**config.mk**
```make
export PLATFORM = sky130hd
export DESIGN_NAME = memstage
export DESIGN_NICKNAME = d
export VERILOG_FILES = /design/src/rtl/pipTypes.sv /design/src/rtl/ldalign.sv /design/src/rtl/memstage.sv
export SDC_FILE = /design/constraint.sdc
export NUM_CORES = 1
export LEC_CHECK = 0
export BUFFER_PORTS_ARGS = -buffer_cell sky130_fd_sc_hd__buf_2
export CAP_MARGIN = 5
export CORE_UTILIZATION = 58
export CTS_BUF_LIST = sky130_fd_sc_hd__clkbuf_8 sky130_fd_sc_hd__clkbuf_16
export DETAILED_ROUTE_END_ITERATION = 8
export PLACE_DENSITY = 0.87
export SYNTH_ARGS = -nofsm -noshare
export SYNTH_HDL_FRONTEND = slang
export SYNTH_SLANG_ARGS = --single-unit
export TNS_END_PERCENT = 50
```
**constraint.sdc**
```tcl
create_clock -name clock -period 4.9 [get_ports clock]
set_input_delay 0.735 -clock clock [delete_from_list [all_inputs] [get_ports clock]]
set_output_delay 0.735 -clock clock [all_outputs]
set_load 0.1 [all_outputs]
```
**src/rtl/pipTypes.sv**
```systemverilog
// Shared pipeline types: ALU and multiply/divide op codes, plus the memory-stage
// op encoding, byte-enable patterns and access-shape helpers.
package pipTypes;

  typedef enum logic [3:0] {
    ALU_ADD, ALU_SUB, ALU_AND, ALU_OR, ALU_XOR, ALU_NOR,
    ALU_SLT, ALU_SLTU, ALU_SLL, ALU_SRL, ALU_SRA, ALU_LUI
  } alu_op_t;

  typedef enum logic [3:0] {
    MD_NONE, MD_MULT, MD_MULTU, MD_DIV, MD_DIVU,
    MD_MFHI, MD_MFLO, MD_MTHI, MD_MTLO
  } muldiv_op_t;

  typedef enum logic [3:0] {
    MEM_NONE = 4'd0, MEM_LB = 4'd1, MEM_LBU = 4'd2, MEM_LH = 4'd3, MEM_LHU = 4'd4,
    MEM_LW = 4'd5, MEM_SB = 4'd6, MEM_SH = 4'd7, MEM_SW = 4'd8
  } mem_op_t;

  localparam logic [3:0] BE_BYTE = 4'b0001;
  localparam logic [3:0] BE_HALF = 4'b0011;
  localparam logic [3:0] BE_WORD = 4'b1111;

  function automatic logic is_load(mem_op_t op);
    case (op)
      MEM_LB, MEM_LBU, MEM_LH, MEM_LHU, MEM_LW: is_load = 1'b1;
      default:                                  is_load = 1'b0;
    endcase
  endfunction

  function automatic logic is_misaligned(mem_op_t op, logic [1:0] lo);
    case (op)
      MEM_LH, MEM_LHU, MEM_SH: is_misaligned = lo[0];
      MEM_LW, MEM_SW:          is_misaligned = (lo != 2'b00);
      default:                 is_misaligned = 1'b0;
    endcase
  endfunction

  function automatic logic [3:0] byte_enables(mem_op_t op, logic [1:0] lo);
    case (op)
      MEM_LB, MEM_LBU, MEM_SB: byte_enables = BE_BYTE << lo;
      MEM_LH, MEM_LHU, MEM_SH: byte_enables = BE_HALF << lo;
      MEM_LW, MEM_SW:          byte_enables = BE_WORD;
      default:                 byte_enables = 4'b0000;
    endcase
  endfunction

  // Stores drive every lane so the slave can pick whichever lane the enables select.
  function automatic logic [31:0] lane_data(mem_op_t op, logic [31:0] d);
    case (op)
      MEM_SB:  lane_data = {4{d[7:0]}};
      MEM_SH:  lane_data = {2{d[15:0]}};
      default: lane_data = d;
    endcase
  endfunction

endpackage

```
**src/rtl/ldalign.sv**
```systemverilog
// Load data aligner: selects the addressed byte/half lane of a read word and
// sign- or zero-extends it to 32 bits.
module ldalign import pipTypes::*; (
  input  logic [31:0] rdata,
  input  logic [1:0]  addr,
  input  mem_op_t     op,
  output logic [31:0] result
);

  logic [7:0]  byte_sel;
  logic [15:0] half_sel;

  always_comb begin
    byte_sel = rdata[{addr, 3'b000} +: 8];
    half_sel = addr[1] ? rdata[31:16] : rdata[15:0];
    case (op)
      MEM_LB:  result = {{24{byte_sel[7]}}, byte_sel};
      MEM_LBU: result = {24'd0, byte_sel};
      MEM_LH:  result = {{16{half_sel[15]}}, half_sel};
      MEM_LHU: result = {16'd0, half_sel};
      default: result = rdata;
    endcase
  end

endmodule

```
**src/rtl/memstage.sv**
```systemverilog
// Memory-access pipeline stage: registers execute results into writeback and runs
// one wait-request data-memory transaction at a time, stalling upstream meanwhile.
module memstage import pipTypes::*; #(
  parameter int DATA_WIDTH = 32
) (
  input  logic                  clock,
  input  logic                  reset_n,
  input  logic                  in_valid,
  input  logic [DATA_WIDTH-1:0] ex_result,
  input  logic [DATA_WIDTH-1:0] store_data,
  input  mem_op_t               mem_op,
  input  logic [4:0]            dest_reg,
  input  logic                  dest_reg_valid,
  input  logic                  inval_dest_reg,
  output logic                  stall,
  output logic [DATA_WIDTH-1:0] dmem_addr,
  output logic [3:0]            dmem_be,
  output logic [DATA_WIDTH-1:0] dmem_wdata,
  output logic                  dmem_rd,
  output logic                  dmem_wr,
  input  logic                  dmem_waitrequest,
  input  logic [DATA_WIDTH-1:0] dmem_rdata,
  input  logic                  dmem_rdata_valid,
  output logic                  wb_valid,
  output logic [DATA_WIDTH-1:0] wb_result,
  output logic [4:0]            wb_dest_reg,
  output logic                  wb_dest_reg_valid,
  output logic                  wb_addr_err
);

  typedef enum logic [1:0] {IDLE, REQ, RESP, DONE} state_t;

  state_t      state;
  mem_op_t     op_q;
  logic [1:0]  lo_q;
  logic [4:0]  dest_q;
  logic        dest_valid_q;
  logic [31:0] load_q;
  logic [31:0] aligned;
  logic        mem_access;
  logic        misaligned;

  assign mem_access = in_valid && (mem_op != MEM_NONE);
  assign misaligned = mem_access && is_misaligned(mem_op, ex_result[1:0]);
  assign stall      = (state == REQ) || (state == RESP) ||
                      ((state == IDLE) && mem_access && !misaligned);

  ldalign u_ldalign (
    .rdata  (dmem_rdata),
    .addr   (lo_q),
    .op     (op_q),
    .result (aligned)
  );

  // Stage FSM with request and writeback registers.
  always_ff @(posedge clock or negedge reset_n) begin
    if (!reset_n) begin
      state             <= IDLE;
      op_q              <= MEM_NONE;
      lo_q              <= 2'b00;
      dest_q            <= 5'd0;
      dest_valid_q      <= 1'b0;
      load_q            <= 32'd0;
      dmem_addr         <= 32'd0;
      dmem_be           <= 4'b0000;
      dmem_wdata        <= 32'd0;
      dmem_rd           <= 1'b0;
      dmem_wr           <= 1'b0;
      wb_valid          <= 1'b0;
      wb_result         <= 32'd0;
      wb_dest_reg       <= 5'd0;
      wb_dest_reg_valid <= 1'b0;
      wb_addr_err       <= 1'b0;
    end else begin
      case (state)
        IDLE: begin
          wb_result   <= ex_result;
          wb_dest_reg <= dest_reg;
          if (mem_access && !misaligned) begin
            // Launch the access and leave a bubble in writeback until it completes.
            wb_valid          <= 1'b0;
            wb_dest_reg_valid <= 1'b0;
            wb_addr_err       <= 1'b0;
            dmem_addr         <= {ex_result[31:2], 2'b00};
            dmem_be           <= byte_enables(mem_op, ex_result[1:0]);
            dmem_wdata        <= lane_data(mem_op, store_data);
            dmem_rd           <= is_load(mem_op);
            dmem_wr           <= !is_load(mem_op);
            op_q              <= mem_op;
            lo_q              <= ex_result[1:0];
            dest_q            <= dest_reg;
            dest_valid_q      <= dest_reg_valid && !inval_dest_reg;
            state             <= REQ;
          end else begin
            wb_valid          <= in_valid;
            wb_dest_reg_valid <= dest_reg_valid && !inval_dest_reg && in_valid && !misaligned;
            wb_addr_err       <= misaligned;
          end
        end
        REQ: begin
          if (!dmem_waitrequest) begin
            dmem_rd <= 1'b0;
            dmem_wr <= 1'b0;
            state   <= is_load(op_q) ? RESP : DONE;
          end
        end
        RESP: begin
          if (dmem_rdata_valid) begin
            load_q <= aligned;
            state  <= DONE;
          end
        end
        DONE: begin
          wb_valid          <= 1'b1;
          wb_result         <= is_load(op_q) ? load_q : {dmem_addr[31:2], lo_q};
          wb_dest_reg       <= dest_q;
          wb_dest_reg_valid <= dest_valid_q && is_load(op_q);
          wb_addr_err       <= 1'b0;
          state             <= IDLE;
        end
        default: state <= IDLE;
      endcase
    end
  end

endmodule

```
==> impl.org <==
** CTS
- After clock tree synthesis, the clock-pin slew on the worst setup and hold paths is 60 ps.
- Number of buffers inserted to repair setup after CTS :: 0
- The H-tree generated during clock tree synthesis spans 4 levels.
- Buffers inserted to repair hold after CTS numbered 0.
- For this design, the sink count on the clock tree is 154.
- Cells resized by post-CTS repair :: 0
- Number of buffers on the longest clock path :: 2
- TritonCTS built the clock tree.
- Clock latency on the worst-skew pair, taken at its later pin, is 430 ps.
- The root buffer cell chosen for the clock tree is clkbuf_16.
- The number of clock buffers added by TritonCTS is 17.

** Drt
- After detailed routing, the number of remaining DRC violations is 0.
- Pre-Repair DR Iteration Count :: 5
- Count of vias placed by the detailed router :: 7518
- In this run, the number of DRC markers left after iteration 0 of detailed routing was 564.
- Total routed wirelength :: 23700 microns
- Number of nets with antenna violations after detailed routing :: 0
- Dividing the detail-routed wire length by the instance count gives 19.8 microns.
- After detailed routing, the number of vias per cell comes to 6.27.

** STA
- For the pin with the worst max-slew slack, the measured transition is 1120 ps.
- For the finished layout, the period the worst path requires is 3360 ps.
- Count of final hold-check violations :: 0
- The worst pin sits at a relative slew slack of 0.252.
- On the final layout, the worst hold slack is 240 ps.
- Setup repair after global routing left no endpoint under its margin.
- Fmax :: 298 MHz
- Final clock period utilization by the worst path :: 0.685
- Pins Over Slew Limit :: 0
- Setup violations remaining at the end of the flow were counted as 0.
- Worst clock skew :: 6.76 ps
- Total negative slack :: 0 ps

** Global routing
- Gr usage total :: 0.313
- The via count of the first global-routing pass was 7235.
- Summed over all layers, the global routing overflow is 0.
- First-pass GRT wire length :: 36200 microns
- Pin count of the biggest net entering global routing :: 82
- Antenna violations before repair :: 3

** Placed design
- During placement, the flow inserted port buffers numbering 220.
- HPWL reported at the end of detailed placement :: 15800 microns
- Routability congestion estimate from global placement :: 0.884

** Synth
- Number of enable flip-flop cells after synthesis :: 0
- Proportion of synthesized chip area in sequential cells :: 0.453
- In the post-synthesis netlist, the biggest area contributors are dfrtp_1, mux2_4, mux2i_1.
- Among all flip-flop cells after synthesis, the most frequent one is dfrtp_1.
- Most instantiated cells after synthesis :: dfrtp_1, nor2_1, mux2_4, clkbuf_1, o21ai_0
- Number of distinct standard cells referenced by the synthesized netlist :: 62
- Of the post-synthesis cell area, the dominant cell type holds 0.453.
- Average size of a mapped cell :: 10.3 sq um
- Synthesis inferred 154 register bits.
- In the synthesized netlist, the number of instances is 823.
- Cell area after synthesis :: 8500 sq um
- Of all flip-flops after synthesis, the portion carrying an async set or reset was 1.00.
- Cell accounting for the most synthesized area :: dfrtp_1
- Dominant cell by count in the synthesized netlist :: dfrtp_1
- Yosys printed 0 warnings.

** Final layout
- Fill count :: 1004
- Area overhead of the layout relative to synthesis :: 20.9%
- Share of cells above drive strength 1 :: 0.346
- The final layout contains 1118 nets.
- In the final layout, the registers with the most flip-flops are dmem_wdata x32, load_q x32, wb_result x32.

** Die
- Die X-Extent :: 123 microns
- Die height :: 123 microns
- In this run the count of I/O pins placed on the die edge is 223.
- Effective utilization at floorplan :: 0.603
- The die covers 15100 sq um.
- Std-Cell Rows :: 43
- The floorplan step defined a core boundary enclosing 14100 sq um.

** Min path
- The tightest min-delay check is of the in -> async type.

** Worst setup path
- CP startpoint kind :: input port
- Data arrives at the worst endpoint at 2620 ps.
- Data on the critical path is required at its endpoint by 4160 ps.
- Type of element capturing the critical path :: primary output
- Max Fanout on Critical Path :: 19
- The critical path is of the in -> out type.
- Reg2Reg Setup Slack :: 2150 ps

** Run status
- The run finished with clean final reports.

** Job
- The tool flagged a number of max-cap violations equal to 0.
==> layout by cell type, fill, tap and decap left out, types with 14 or more instances in the layout <==
cell and instances:
mux2i_1 41, buf_2 219, inv_1 17, a21oi_1 29
a31oi_1 21, nand3_1 35, nand2_1 50, nand3b_1 14
a21o_1 41, mux2_4 57, nor2_1 72, a311oi_1 32
dfrtp_1 154, o21ai_0 54, clkbuf_16 17
==> final timing paths <==
path	end	start	cells past startpoint
worst max-delay path	stall	mem_op[0]	6
worst min-delay path	dmem_addr[8]	reset_n	1
worst max register to register	load_q[26]	lo_q[1]	5
worst min register to register	wb_result[17]	wb_result[17]	1
max in group asynchronous	dmem_be[0]	reset_n	2
min in group clock	wb_result[17]	wb_result[17]	1
==> layer usage <==
| layer | GRT usage | vias up | wire length, microns |
|---|---|---|---|
| li1 | - | 3361 | - |
| met1 | 0.374 | 3693 | 9400 |
| met2 | 0.528 | 403 | 11600 |
| met3 | 0.0872 | 59 | 2040 |
| met4 | 0.133 | 2 | 681 |
| met5 | 0 | - | 13 |
==> metrics by stage <==
| stage | std cells | util | instance area (sq um) | setup slack, ps |
|---|---|---|---|---|
| floorplan | 824 | - | 8510 | 1590 |
| global placement | 1163 | 0.681 | 9590 | 1590 |
| detailed placement | 1163 | 0.681 | 9590 | 1560 |
| CTS | 1195 | 0.729 | 10300 | 1550 |
| global route | 1196 | 0.729 | 10300 | 1480 |
| finish | 1199 | 0.729 | 10300 | 1540 |
==> cell type report <==
class / count / area, sq um / area share
clock inverters: 12 / 210 / 0.0204
clock buffers: 20 / 467 / 0.0454
diodes: 4 / 10.0 / 0.000974
inverters: 16 / 60.1 / 0.00584
multi-input cells: 580 / 4250 / 0.413
repair buffers: 233 / 1200 / 0.117
flip-flops and latches: 154 / 3850 / 0.375
well taps: 180 / 225 / 0.0219
==> worst max-delay path, stage by stage <==
cell and delay, ps:
buf_2 240, or3_1 510, o21a_1 380, and3_4 270, or2_1 190, buf_2 300
==> logic make-up after synthesis <==
family          after synthesis  share of synthesized area
other cells                   1                   0.000441
mux                         110                      0.166
simple gates                219                      0.125
buf+inv                      90                     0.0494
fa+ha+maj                     4                    0.00589
flops                       154                      0.453
compound gates              243                      0.197
xor+xnor                      2                    0.00206
Power is left out: the tool's default activity adds up to more than one toggle a clock period on the data nets, which glitch-free logic cannot reach.
